[src/rtl/pipe_pkg.sv]
// Shared definitions for the inter-stage pipeline registers: default widths,
// the legal depth range and the bit offsets of the control fields that every
// stage carries.
package pipe_pkg;

    localparam int DEFAULT_DATA_W = 32;
    localparam int DEFAULT_CTRL_W = 8;
    localparam int MAX_DEPTH      = 4;

    // Control-field layout inside the CTRL_W-wide control word.
    localparam int CTRL_REG_WRITE      = 0;
    localparam int CTRL_MEM_TO_REG_LSB = 1;
    localparam int CTRL_MEM_TO_REG_W   = 3;
    localparam int CTRL_LINK           = 4;

    // Same layout as a packed struct (first member is the MSB).
    typedef struct packed {
        logic       link;
        logic [2:0] mem_to_reg;
        logic       reg_write;
    } ctrl_fields_t;

    // Width of a counter able to hold 0..depth.
    function automatic int occ_width(input int depth);
        return $clog2(depth + 1);
    endfunction

endpackage

[src/rtl/pipe_stage_regs_if.sv]
// Bundle of handshake, payload and pipeline-control signals between the
// pipeline register block and its neighbours.
//
// Handshake: a beat transfers on a cycle where valid and ready are both 1 at
// the rising edge. The sender keeps valid and the payload steady until that
// cycle; ready may depend combinationally on the receiver's state and on the
// stall/flush controls, but never on valid.
interface pipe_stage_regs_if #(
    parameter int DATA_W = pipe_pkg::DEFAULT_DATA_W,
    parameter int CTRL_W = pipe_pkg::DEFAULT_CTRL_W,
    parameter int DEPTH  = 1
);
    localparam int OCC_W = pipe_pkg::occ_width(DEPTH);

    logic              in_valid;
    logic              in_ready;
    logic [CTRL_W-1:0] in_ctrl;
    logic [DATA_W-1:0] in_data;
    logic              stall;
    logic              flush;
    logic              out_valid;
    logic              out_ready;
    logic [CTRL_W-1:0] out_ctrl;
    logic [DATA_W-1:0] out_data;
    logic [OCC_W-1:0]  occupancy;

    // Environment side: feeds beats in, takes beats out, drives the controls.
    modport master (
        output in_valid, in_ctrl, in_data, stall, flush, out_ready,
        input  in_ready, out_valid, out_ctrl, out_data, occupancy
    );

    // Pipeline register block side.
    modport slave (
        input  in_valid, in_ctrl, in_data, stall, flush, out_ready,
        output in_ready, out_valid, out_ctrl, out_data, occupancy
    );

endinterface

[src/rtl/pipe_slot.sv]
// One pipeline stage: valid bit, control word and payload. Flush kills the
// beat and zeroes the control word but leaves the payload in place; stall
// freezes everything.
module pipe_slot #(
    parameter int DATA_W = 32,
    parameter int CTRL_W = 8
) (
    input  logic              clk,
    input  logic              rst_n,
    input  logic              i_stall,
    input  logic              i_flush,
    input  logic              i_load,
    input  logic              i_v,
    input  logic [CTRL_W-1:0] i_ctrl,
    input  logic [DATA_W-1:0] i_data,
    output logic              o_v,
    output logic [CTRL_W-1:0] o_ctrl,
    output logic [DATA_W-1:0] o_data
);

    logic              r_v;
    logic [CTRL_W-1:0] r_ctrl;
    logic [DATA_W-1:0] r_data;

    // Stage register: flush beats stall, stall beats load, otherwise hold.
    always_ff @(posedge clk or negedge rst_n) begin
        if (!rst_n) begin
            r_v    <= 1'b0;
            r_ctrl <= '0;
            r_data <= '0;
        end else if (i_flush) begin
            r_v    <= 1'b0;
            r_ctrl <= '0;
        end else if (!i_stall && i_load) begin
            r_v    <= i_v;
            r_ctrl <= i_ctrl;
            r_data <= i_data;
        end
    end

    assign o_v    = r_v;
    assign o_ctrl = r_ctrl;
    assign o_data = r_data;

endmodule

[src/rtl/pipe_stage_regs.sv]
// DEPTH-deep chain of pipeline registers with valid/ready flow control,
// bubble collapsing, global stall and flush, and a registered count of the
// stages currently holding a valid beat.
module pipe_stage_regs
    import pipe_pkg::*;
#(
    parameter int DATA_W = DEFAULT_DATA_W,
    parameter int CTRL_W = DEFAULT_CTRL_W,
    parameter int DEPTH  = 1
) (
    input  logic             clk,
    input  logic             rst_n,
    pipe_stage_regs_if.slave bus
);

    localparam int OCC_W = occ_width(DEPTH);

    generate
        if (DEPTH < 1 || DEPTH > MAX_DEPTH || DATA_W < 1 || CTRL_W < 1) begin : g_bad_params
            $error("pipe_stage_regs: illegal parameters DEPTH=%0d DATA_W=%0d CTRL_W=%0d",
                   DEPTH, DATA_W, CTRL_W);
        end
    endgenerate

    logic [DEPTH-1:0]  w_v;
    logic [CTRL_W-1:0] w_ctrl [DEPTH];
    logic [DATA_W-1:0] w_data [DEPTH];
    logic [DEPTH-1:0]  w_adv;
    logic [DEPTH-1:0]  w_load;
    logic              w_accept;
    logic              w_exit;
    logic [OCC_W-1:0]  r_occ;

    // A stage can pass its beat on when the stage after it is empty or can
    // itself pass on; a stage loads when it is empty or its beat moves on.
    always_comb begin
        w_adv            = '0;
        w_adv[DEPTH-1]   = bus.out_ready;
        for (int i = DEPTH - 2; i >= 0; i--) begin
            w_adv[i] = !w_v[i+1] || w_adv[i+1];
        end
        w_load = ~w_v | w_adv;
    end

    generate
        for (genvar gi = 0; gi < DEPTH; gi++) begin : g_slot
            logic              w_src_v;
            logic [CTRL_W-1:0] w_src_ctrl;
            logic [DATA_W-1:0] w_src_data;

            if (gi == 0) begin : g_head
                assign w_src_v    = bus.in_valid;
                assign w_src_ctrl = bus.in_ctrl;
                assign w_src_data = bus.in_data;
            end else begin : g_body
                assign w_src_v    = w_v[gi-1];
                assign w_src_ctrl = w_ctrl[gi-1];
                assign w_src_data = w_data[gi-1];
            end

            pipe_slot #(
                .DATA_W (DATA_W),
                .CTRL_W (CTRL_W)
            ) u_slot (
                .clk     (clk),
                .rst_n   (rst_n),
                .i_stall (bus.stall),
                .i_flush (bus.flush),
                .i_load  (w_load[gi]),
                .i_v     (w_src_v),
                .i_ctrl  (w_src_ctrl),
                .i_data  (w_src_data),
                .o_v     (w_v[gi]),
                .o_ctrl  (w_ctrl[gi]),
                .o_data  (w_data[gi])
            );
        end
    endgenerate

    // Held low during reset so nothing is accepted while the stages are cleared.
    assign bus.in_ready  = rst_n && !bus.stall && !bus.flush && w_load[0];

    // Outputs come straight from the last stage; stall only masks valid.
    assign bus.out_valid = w_v[DEPTH-1] && !bus.stall;
    assign bus.out_ctrl  = w_ctrl[DEPTH-1];
    assign bus.out_data  = w_data[DEPTH-1];

    // A delivery during flush still counts, but flush zeroes the count anyway.
    assign w_accept = bus.in_valid && bus.in_ready;
    assign w_exit   = w_v[DEPTH-1] && bus.out_ready && !bus.stall && !bus.flush;

    // Occupancy tracks the number of valid stages, moving on the same edge as v.
    always_ff @(posedge clk or negedge rst_n) begin
        if (!rst_n) begin
            r_occ <= '0;
        end else if (bus.flush) begin
            r_occ <= '0;
        end else if (w_accept && !w_exit) begin
            r_occ <= r_occ + OCC_W'(1);
        end else if (w_exit && !w_accept) begin
            r_occ <= r_occ - OCC_W'(1);
        end
    end

    assign bus.occupancy = r_occ;

endmodule

[src/flat_wrapper.sv]
// flat-port wrapper written by rule: the top's interface ports become plain ports
module pipe_stage_regs_flat import pipe_pkg::*;
#(
    parameter int DATA_W = DEFAULT_DATA_W,
    parameter int CTRL_W = DEFAULT_CTRL_W,
    parameter int DEPTH  = 1
)
  (clk, rst_n, bus_in_valid, bus_in_ctrl, bus_in_data, bus_stall, bus_flush, bus_out_ready, bus_in_ready, bus_out_valid, bus_out_ctrl, bus_out_data, bus_occupancy);
  pipe_stage_regs_if #(.DATA_W(DATA_W), .CTRL_W(CTRL_W), .DEPTH(DEPTH)) bus_i ();
  input  logic clk;
  input  logic rst_n;
  input wire logic [$bits(bus_i.in_valid)-1:0] bus_in_valid;
  input wire logic [$bits(bus_i.in_ctrl)-1:0] bus_in_ctrl;
  input wire logic [$bits(bus_i.in_data)-1:0] bus_in_data;
  input wire logic [$bits(bus_i.stall)-1:0] bus_stall;
  input wire logic [$bits(bus_i.flush)-1:0] bus_flush;
  input wire logic [$bits(bus_i.out_ready)-1:0] bus_out_ready;
  output wire logic [$bits(bus_i.in_ready)-1:0] bus_in_ready;
  output wire logic [$bits(bus_i.out_valid)-1:0] bus_out_valid;
  output wire logic [$bits(bus_i.out_ctrl)-1:0] bus_out_ctrl;
  output wire logic [$bits(bus_i.out_data)-1:0] bus_out_data;
  output wire logic [$bits(bus_i.occupancy)-1:0] bus_occupancy;
  assign bus_i.in_valid = bus_in_valid;
  assign bus_i.in_ctrl = bus_in_ctrl;
  assign bus_i.in_data = bus_in_data;
  assign bus_i.stall = bus_stall;
  assign bus_i.flush = bus_flush;
  assign bus_i.out_ready = bus_out_ready;
  assign bus_in_ready = bus_i.in_ready;
  assign bus_out_valid = bus_i.out_valid;
  assign bus_out_ctrl = bus_i.out_ctrl;
  assign bus_out_data = bus_i.out_data;
  assign bus_occupancy = bus_i.occupancy;
  pipe_stage_regs #(.DATA_W(DATA_W), .CTRL_W(CTRL_W), .DEPTH(DEPTH)) u_core (.clk(clk), .rst_n(rst_n), .bus(bus_i));
endmodule
[config.mk]
export PLATFORM = sky130hd
export DESIGN_NAME = pipe_stage_regs_flat
export DESIGN_NICKNAME = d
export VERILOG_FILES = /design/src/rtl/pipe_pkg.sv /design/src/rtl/pipe_stage_regs_if.sv /design/src/rtl/pipe_slot.sv /design/src/rtl/pipe_stage_regs.sv /design/src/flat_wrapper.sv
export SDC_FILE = /design/constraint.sdc
export NUM_CORES = 1
export LEC_CHECK = 0
export CAP_MARGIN = 15
export CORE_MARGIN = 1.5
export CORE_UTILIZATION = 40
export DETAILED_ROUTE_END_ITERATION = 12
export HOLD_SLACK_MARGIN = 0.02
export PLACE_DENSITY = 0.79
export SLEW_MARGIN = 15
export SYNTH_ARGS = -nofsm -noshare
export SYNTH_HDL_FRONTEND = slang
export SYNTH_HIERARCHICAL = 1
export SYNTH_SLANG_ARGS = --single-unit
[constraint.sdc]
create_clock -name clk -period 1.8 [get_ports clk]
set_clock_uncertainty 0.05 [all_clocks]
set_input_delay 0.27 -clock clk [delete_from_list [all_inputs] [get_ports clk]]
set_output_delay 0.27 -clock clk [all_outputs]
set_load 0.005 [all_outputs]
Word level (Yosys, flattened, before mapping)

Index checks and enable logic that the tools add are counted.

Register bits: 42
Input bits: 46
Logic and storage cells: 34

Add/subtract/negate cells: 2
Muxes and demuxes: 7
Bitwise operators: 3
Reductions and logical operators: 18

Operators with widths:

| cell                | count |
|---|---|
| $mux 8              | 2 |
| $logic_and 1x1->1   | 11 |
| $mux 1              | 5 |
| $logic_not 1->1     | 4 |
| $reduce_bool 3->1   | 1 |
| $not 1->1           | 2 |
| $reduce_and 2->1    | 1 |
| $reduce_bool 2->1   | 1 |
| $add 1x1->1 const B | 1 |
| $or 1x1->1          | 1 |
| $sub 1x1->1 const B | 1 |

Depth between registers and ports, before layout

Gate-level depths: netlist (run 1).

Depth after elaboration: 10
Depth in mapped cells: 6
Gate-level depth less buffers: 4

Cells and area by module

The synthesis (run 1) kept the hierarchy.

By module, submodules not included:

| module          | times used | cells an instance | area an instance (um2) |
|---|---|---|---|
| pipe_slot       | 1          | 109               | 1734.2 |
| pipe_stage_regs | 1          | 11                | 88.8 |

Worst setup path after synthesis (run 1)

OpenSTA, ideal clock, no wires.

Path type: flip-flop to flip-flop
Start point: register u_core.g_slot[0].u_slot.r_v
End point: register u_core.g_slot[0].u_slot.r_data[10]
Setup time: 125 ps
Arrival time: 1379 ps
Required time: 1625 ps
Path slack: 246 ps
Cell stages (with the launch flop): 7
Period minus slack after synthesis: 1554 ps
Path through: dfrtp_1 -> or2b_1 -> nand2b_4 -> buf_6 -> nor2_8 -> buf_12 -> mux2_4

Word-level cells in the longest chain between the ends: 4

RTL lines:

| element                    | line                  | source |
|---|---|---|
| from (decl)                | pipe_slot.sv:21       | `logic r_v;` |
| from (signal assigned)     | pipe_slot.sv:35       | `r_v <= i_v;` |
| $not 1->1                  | pipe_stage_regs.sv:42 | `w_load = ~w_v \| w_adv;` |
| $or 1x1->1                 | pipe_stage_regs.sv:42 |  |
| net u_core.w_load          | pipe_stage_regs.sv:29 | `logic [DEPTH-1:0] w_load;` |
| $logic_and 1x1->1          | pipe_slot.sv:34       | `end else if (!i_stall && i_load) begin` |
| $reduce_and 2->1 (no line) | --                    |  |
| to (signal assigned)       | pipe_slot.sv:37       | `r_data <= i_data;` |
| to (decl)                  | pipe_slot.sv:23       | `logic [DATA_W-1:0] r_data;` |

The timed path passes the listed nets, and every way through them passes these cells.
A chain may end at the register's enable or synchronous reset.

Worst setup path after layout (run 1)

Start point: input bus_out_ready
End point: output bus_in_ready

Word-level cells in the longest chain between the ends: 2

RTL lines:

| element           | line                  | source |
|---|---|---|
| from (decl)       | flat_wrapper.sv:17    | `input wire logic [$bits(bus_i.out_ready)-1:0] bus_out_ready;` |
| $or 1x1->1        | pipe_stage_regs.sv:42 |  |
| net u_core.w_load | pipe_stage_regs.sv:29 |  |
| $logic_and 1x1->1 | pipe_stage_regs.sv:81 | `assign bus.in_ready = rst_n && !bus.stall && !bus.flush && w_load[0];` |
| to (decl)         | flat_wrapper.sv:18    | `output wire logic [$bits(bus_i.in_ready)-1:0] bus_in_ready;` |

The timed path passes the listed nets, and every way through them passes these cells.

==> impl_metrics.yaml, run 1 <==
outcome:
  status: "finished clean"
synthesis:
  synth_top_area_share_pct: 57.65
  synth_compound_area_share_pct: 3.020
  synth_top_family_by_area: "multiplexers"
  yosys.area_share.xor_xnor_pct: 0
  syn_inst: 120
  synth_mux_area_share_pct: 26.77
  ys_warn_count: 6
  yosys.area.top_type: "dfrtp_1"
  yosysUniqueCellTypes: 17
  ys_ff_latch: 42
  synth_seq_area_share_pct: 57.65
  synth_fa_ha_area_share_pct: 0
  synthesis.nets: 166
  syn-cell-area_mm2: 0.001823
  synth-simple-area-share_pct: 8.099
  syn_area_per_cell_um2: 15.19
  netlist_top_cells_area: "dfrtp_1 (58%), mux2_4 (26%), nand2_1 (4.1%)"
power:
  powerDensity_mw_per_mm2: 853.7
  vdd_drop_max_uv: 503.9
  p_leak_nw: 1.300
final_layout:
  num_antenna_cells: 0
  final_core_util_pct: 65.84
  nFillCells: 344
  fin_area_mm2: 0.002887
  final_common_cell: "clkdlybuf4s50_1"
  drive_gt1_share_pct: 25.34
  fin_nets: 266
  final_cell_mix: "clkdlybuf4s50_1 (85), dfrtp_1 (42), mux2_4 (31), nand2_1 (20), a21oi_1 (10)"
  syn2layout_area_growth_pct: 58.34
drt:
  drc_errors: 0
  wl_um: 4140
  wl_per_cell_um: 15.16
  drt-vias-per-instance: 4.703
  vias: 1284
  ant_nets: 0
  drt-initial-drc-count: 41
  dr.pass1.iters: 4
critical_path:
  endpoint_kind: "output port"
  rr_worst_depth: 7
  cpPeakStageDelay_ns: 0.41
  crit_fanout: 2
  crit_path_start_kind: "primary input"
  critPathTopFamily: "buffers and inverters"
  critPathArrivalTime_ns: 1.36
  required_ns: 1.48
  cp_num_buf_inv: 2
  reg2reg_to: "u_core/g_slot[0].u_slot/o_data[27]"
  critical_path_class: "primary input to output port"
  reg2reg_from: "u_core/g_slot[0].u_slot/o_v"
  rrSetupSlack_ns: 0.19
  slowest_stage: "clkdlybuf4s50_1"
  crit_chain: "clkdlybuf4s50_1 -> or2b_1 -> and3_2 -> dlygate4sd2_1"
die:
  core_area_mm2: 0.004384
  start_util_pct: 41.58
  die-area_mm2: 0.004972
  rows: 24
  die_h_um: 70.51
  ios: 89
  die_w_um: 70.51
timing:
  rsz0062_at_grt: "false"
  slew-limit-headroom_pct: 64.79
  fin_crit_ns: 1.679
  hold_violations: 0
  max_freq_mhz: 595.6
  slew_violations: 0
  worstMarginPinSlew_ns: 0.5282
  fin_crit_sh_pct: 93.28
  setup_viol: 0
clock_network:
  clk_pin_slew_worst_paths_ns: 0.08
  cts.sink_count: 42
  ctsRootBufferMaster: "clkbuf_8"
  cts_hold_buffers: 0
  clockBufferDepth: 2
  cts_tree: "yes"
  htree_levels: 2
  clk_latency_ns: 0.28
  numCtsBuffers: 5
place:
  portBuffers: 88
  placed_cell_area_mm2: 0.002775
  dp_hpwl_um: 3109
  place.gp.congestion: 0.6869
min_path:
  hp-class: "primary input to asynchronous set/reset pin"
grt:
  grt_pass1_vias: 1366
  grt_max_degree: 43
  overflow: 0
  grtUsageMet3_pct: 3.608
  track_usage_pct: 17.52
  grt_util_met2_pct: 30.19
  grt.busiest_layer: "met2"
  grt_antenna_before_repair: 0
  grt_pass1_wl_um: 6734
  grt_use_met1_pct: 20.95
flow_run:
  drv_cap: 0
## through the flow
stage	total power, W	std cells	setup TNS [ns]	worst slack, ns	hold slack (ns)
floorplan	0.001426	120	0	0.2462	-0.07559
global placement	0.001836	263	-1.260	-0.07769	0.3787
detailed placement	0.001858	263	-1.932	-0.09290	0.3788
CTS	0.002495	273	0	0.006421	0.05193
global route	0.002581	273	0	0.08908	0.07733
finish	0.002464	273	0	0.1210	0.02618
## per-layer routing
metal,part of all wire (%),vias to the layer above
met5,0,-
met3,5.5,9
met2,52,43
met1,41,632
met4,1.6,0
li1,-,600
## area by class of cell
| cell class | count | area, um2 | area share [%] |
|---|---|---|---|
| sequential | 42 | 1051 | 36.41 |
| timing repair buffer | 99 | 984.7 | 34.11 |
| multi-input combinational | 72 | 690.7 | 23.93 |
| clock buffer | 6 | 82.58 | 2.861 |
| tap | 52 | 65.06 | 2.254 |
| clock inverter | 2 | 12.51 | 0.4335 |
## worst max path at each step
| stage | startpoint | end | slack, ns | depth (start not counted) |
|---|---|---|---|---|
| 6_report | bus_out_ready | bus_in_ready | 0.12 | 4 |
| 5_1_grt | bus_out_ready | bus_in_ready | 0.09 | 4 |
| 3_3_place_gp | bus_out_ready | bus_in_ready | -0.08 | 4 |
| 4_1_cts | bus_stall | bus_out_valid | 0.006 | 4 |
| 2_1_floorplan | u_core/g_slot[0].u_slot/o_v | u_core/g_slot[0].u_slot/o_data[10] | 0.25 | 6 |
| 3_5_place_dp | bus_out_ready | bus_in_ready | -0.09 | 4 |
## worst reg2reg max path: cells and delay by family (launching register included)
| family | cells | cell delay [ns] |
|---|---|---|
| mux | 1 | 0.30 |
| flops | 1 | 0.35 |
| simple gates | 3 | 0.38 |
| buf+inv | 3 | 0.43 |
## report_power, final
group          switching (W)  internal (W)
clock network       0.000321      0.000308
logic               0.000190      0.000498
registers          0.0000733       0.00107
total               0.000584       0.00188
## synth_stat cells
master,instances
a21oi_1,10
and2b_1,1
and3_2,1
buf_12,3
buf_2,2
buf_6,1
dfrtp_1,42
mux2_2,2
mux2_4,31
nand2_1,20
nand2b_4,1
nor2_1,1
nor2_8,1
nor2b_1,1
o21ai_0,1
or2b_1,1
or3_1,1
## cell families after synthesis
logic type             after synthesis
AND/OR/NAND/NOR                     28
buffers and inverters                6
multiplexers                        33
AO/OA/AOI/OAI                       11
flip-flops                          42
## registers in the layout, summed over array words and instances (netlist names)
name	count
u_core/bus.occupancy	1
u_core/g_slot.u_slot/o_data	32
u_core/g_slot.u_slot/o_v	1
u_core/g_slot.u_slot/o_ctrl	8
## timing repair
item	4_1_cts	5_1_grt
setup buffers	2	0
resized for setup	1	1
cloned	0	0
hold endpoints to repair	0	0
endpoints found under the setup margin	1	1
Note: power is estimated with default switching activity, not from simulation.
==> run 2, diff against run 1 <==
--- a/config.mk
+++ b/config.mk
@@ -6,7 +6,7 @@
 export NUM_CORES = 1
 export LEC_CHECK = 0
 export CAP_MARGIN = 15
-export CORE_MARGIN = 1.5
+export CORE_MARGIN = 4
 export CORE_UTILIZATION = 40
 export DETAILED_ROUTE_END_ITERATION = 12
 export HOLD_SLACK_MARGIN = 0.02
==> impl_metrics.yaml, run 2 (synthesis gave the netlist of run 1 again) <==
grt:
  overflow: 0
  track_usage_pct: 15.04
  grt_pass1_wl_um: 6410
  grt_max_degree: 33
  grt_pass1_vias: 1301
  grt_antenna_before_repair: 0
power:
  internal-power_w: 0.001835
  p_leak_nw: 1.289
  combPwrFrac_pct: 29.0
  sw_frac_of_total_pct: 23.25
  vdd_drop_max_uv: 329.5
  seqPwrFrac_pct: 47.9
  power.switching_w: 0.0005558
  powerDensity_mw_per_mm2: 828.8
  p_clk_share_pct: 23.1
final_layout:
  num_antenna_cells: 0
  nFillCells: 357
  drive_gt1_share_pct: 25.23
  final_cell_mix: "clkdlybuf4s50_1 (86), dfrtp_1 (42), mux2_4 (31), nand2_1 (20)"
  largest_reg_flops: 32
  syn2layout_area_growth_pct: 58.27
  fin_cells: 274
  fin_nets: 268
  final_common_cell: "clkdlybuf4s50_1"
  final_core_util_pct: 65.81
critical_path:
  endpoint_kind: "output port"
  critPathArrivalTime_ns: 1.41
  crit_path_start_kind: "primary input"
  required_ns: 1.48
  critical_path_class: "primary input to output port"
  crit_fanout: 2
place:
  portBuffers: 88
  dpl_worst_slack_ns: -0.1271
  place_inst: 264
  place.gp.congestion: 0.7440
  dp_hpwl_um: 3248
clock_network:
  htree_levels: 2
  clk_latency_ns: 0.28
  ctsRootBufferMaster: "clkbuf_8"
  cts_tree: "yes"
  numCtsBuffers: 5
  clockBufferDepth: 2
  clk_pin_slew_worst_paths_ns: 0.07
  cts.sink_count: 42
timing:
  slew_violations: 0
  rsz0062_at_grt: "false"
  fin_crit_ns: 1.735
  slew-limit-headroom_pct: 72.84
  fin_crit_sh_pct: 96.38
  max_freq_mhz: 576.4
  setup_viol: 0
  hold_violations: 0
  setup_slack_ns: 0.06520
  worstMarginPinSlew_ns: 0.4074
drt:
  drc_errors: 0
  vias: 1265
  wl_per_cell_um: 15.48
  ant_nets: 0
  dr.pass1.iters: 4
  drt-initial-drc-count: 53
  drt-vias-per-instance: 4.617
  wl_um: 4242
outcome:
  status: "finished clean"
die:
  start_util_pct: 41.58
  die_h_um: 75.51
  die_w_um: 75.51
  ios: 89
  die-area_mm2: 0.005702
  core_area_mm2: 0.004384
  rows: 24
flow_run:
  drv_cap: 0
min_path:
  hp-class: "flip-flop to flip-flop"
-- run 2: cell count changes in the layout (fill, tap and decap cells not counted), sizes merged --
cell	before	now
buf	12	13
clkbuf	6	5
clkdlybuf4s50	85	86
clkinv	1	2
clkinvlp	1	0
dlygate4sd3	0	1
dlymetal6s2s	1	0
-- run 2: final cells by class --
| type | instances | area [um2] | area share [%] |
|---|---|---|---|
| Clock buffer | 5 | 68.82 | 2.385 |
| Clock inverter | 2 | 10.01 | 0.3469 |
| Multi-Input combinational cell | 72 | 690.7 | 23.94 |
| Sequential cell | 42 | 1051 | 36.43 |
| Tap cell | 52 | 65.06 | 2.255 |
| Timing Repair Buffer | 101 | 999.7 | 34.65 |
-- run 2: power by group through the flow --
stage / Clock [W] / Combinational, W / Sequential, W
6_report: 0.000553 / 0.000693 / 0.00114
5_1_grt: 0.000619 / 0.000740 / 0.00116
4_1_cts: 0.000580 / 0.000703 / 0.00115
3_5_place_dp: 0 / 0.000692 / 0.00116
3_3_place_gp: 0 / 0.000683 / 0.00116
2_1_floorplan: 0 / 0.000255 / 0.00117
-- run 2: worst paths after layout --
path / depth (start not counted) / start / endpoint / slack (ns)
worst min register to register: 1 / u_core/g_slot[0].u_slot/o_data[22] / u_core/g_slot[0].u_slot/o_data[22] / 0.46
max in group asynchronous: 3 / rst_n / u_core/g_slot[0].u_slot/o_data[22] / 0.82
min in group asynchronous: 3 / rst_n / u_core/g_slot[0].u_slot/o_ctrl[7] / 0.47
worst max-delay path: 4 / bus_out_ready / bus_in_ready / 0.07
worst max register to register: 7 / u_core/g_slot[0].u_slot/o_v / u_core/g_slot[0].u_slot/o_data[23] / 0.15
worst min-delay path: 1 / u_core/g_slot[0].u_slot/o_data[22] / u_core/g_slot[0].u_slot/o_data[22] / 0.46
-- run 2: through the flow --
stage	hold slack [ns]	total power, W	area (um2)	setup TNS (ns)
floorplan	-0.07559	0.001426	1823	0
global placement	0.1898	0.001839	2783	-1.161
detailed placement	0.1937	0.001857	2783	-3.025
CTS	0.4564	0.002429	2885	0
global route	0.4683	0.002518	2885	0
finish	0.4601	0.002391	2885	0
-- run 2: what timing repair did --
action                                  in CTS  in global routing
setup buffers                                2                  0
hold endpoints to repair                    42                  0
resized for setup                            1                  0
hold buffers                                 1                  0
endpoints found under the setup margin       1                  0
-- run 2: per-layer routing --
| metal | vias up | GRT usage [%] | wire (um) |
|---|---|---|---|
| met5 | - | 0 | 0 |
| met4 | 0 | 5.825 | 46 |
| met3 | 6 | 4.222 | 405 |
| met2 | 56 | 23.78 | 1969 |
| met1 | 599 | 19.63 | 1821 |
| li1 | 604 | - | - |
-- run 2: worst max-delay path: stages --
cell and delay [ns]:
clkdlybuf4s50_1 0.43, or2b_1 0.26, and3_2 0.20, dlygate4sd2_1 0.25
==> variant (config.mk and constraints of run 2) <==
Reset style: synchronous (`rst_n`), changed in 2 clocked blocks.
--- a/src/rtl/pipe_slot.sv
+++ b/src/rtl/pipe_slot.sv
@@ -23,7 +23,7 @@
     logic [DATA_W-1:0] r_data;
 
     // Stage register: flush beats stall, stall beats load, otherwise hold.
-    always_ff @(posedge clk or negedge rst_n) begin
+    always_ff @(posedge clk) begin
         if (!rst_n) begin
             r_v    <= 1'b0;
             r_ctrl <= '0;
--- a/src/rtl/pipe_stage_regs.sv
+++ b/src/rtl/pipe_stage_regs.sv
@@ -90,7 +90,7 @@
     assign w_exit   = w_v[DEPTH-1] && bus.out_ready && !bus.stall && !bus.flush;
 
     // Occupancy tracks the number of valid stages, moving on the same edge as v.
-    always_ff @(posedge clk or negedge rst_n) begin
+    always_ff @(posedge clk) begin
         if (!rst_n) begin
             r_occ <= '0;
         end else if (bus.flush) begin
Formal check against the unedited RTL: differs if rst_n is asserted again (counterexample within 4 cycles, from zero or initial values and one cycle with rst_n low); with rst_n held inactive, the same outputs for 10 cycles.
==> variant against run 2 <==
Wire length decreased by 4.9%. Design area is 6.9% lower. Setup slack improved by 81 ps. Sequential cell count is the same. Synthesized cell count rose by 63%. Die area shrank 8.7%. Highest routed layer unchanged. Synthesized area fell by 9.7%.
Power is not compared: it rests on default switching activity, and its combinational part moved more than twofold at a synthesized area within 25%.
==> variant: results (changes against run 2) <==
- The number of buffers added to fix hold violations after cts was 0 (was 1).
- The met1 routing resource usage after global routing came to 17.0% (was 19.6%).
- Async set-reset flop share out of synthesis: 0% (was 100%)
- Outcome: complete, no violations (unchanged)
* Distinct cell type count after synthesis: 18 (was 17)
- Routed WL: 4030 um (was 4240 um)
- The area of all placed cells without fillers came to 0.00269 sq mm (was 0.00289 sq mm).
- Fraction of met3 tracks used by global routing: 7.89% (was 4.22%)
- Final Wtd Congestion: 0.739 (was 0.744)
- Layout cell share with drive strength beyond 1: 10.8% (was 25.2%)
* Proportion of cell area spent on the clock network: 3.21% (was 2.73%)
- Sequential share of cell area: 31.3% (was 36.4%)
- Met1 Wirelength: 1670 um (was 1820 um)
- The register-to-register setup slack is 370 ps (was 150 ps).
- Largest net degree at the start of global routing: 49 (was 33)
- Cells taking the most area after synthesis: sky130_fd_sc_hd__dfxtp_1 51%, sky130_fd_sc_hd__nand3_1 16%, sky130_fd_sc_hd__nand2_1 11% (was sky130_fd_sc_hd__dfrtp_1 58%, sky130_fd_sc_hd__mux2_4 26%, sky130_fd_sc_hd__nand2_1 4.1%)
- Layout Cells excl Fill: 336 (was 274)
* Number of placed instances, taps included: 328 (was 264)
- Pin slew with the least headroom to its limit: 509 ps (was 407 ps)
* Number of combinational gates with multiple inputs: 137 (was 72)
- Portion of the post-synthesis area used by sequential elements: 51.1% (was 57.7%)
- The total of plain and repair buffers excluding clock buffers is 99 (was 101).
- The first-pass GRT wire length was 6600 um (was 6410 um).
* Met2 routed WL: 1930 um (was 1970 um)
- The total met3 wirelength after detailed routing was 421 um (was 405 um).
- GR Util All Layers: 15.8% (was 15.0%)
- The count of buffers added by post-CTS timing repair for setup is 0 (was 2).
- Slowest Stage Delay on Critical Path: 490 ps (was 430 ps)
-- variant: cell count changes after synthesis, sizes merged, moves of 2 or more --
cell | before | now
nand2 | 20 | 50
dfrtp | 42 | 0
or3b | 0 | 2
clkbuf | 0 | 5
nand2b | 1 | 3
mux2 | 33 | 0
dfxtp | 0 | 42
nand3 | 0 | 64
buf | 6 | 12
-- variant: cell families (layout without fill, tap and decap cells) --
kind of cell | after synthesis | after routing | share of synthesized area (%)
AO/OA/AOI/OAI | 10 | 10 | 3.27
flip-flops | 42 | 42 | 51.1
AND/OR/NAND/NOR | 126 | 126 | 39.3
multiplexers | 1 | 1 | 0.608
buffers and inverters | 17 | 107 | 5.70
-- variant: report_power, final --
| group | leakage [nW] | switching (W) | internal [W] |
|---|---|---|---|
| Sequential | 0.343 | 0.0000220 | 0.000971 |
| Combinational | 0.753 | 0.000122 | 0.000201 |
| Clock | 0.0452 | 0.000313 | 0.000274 |
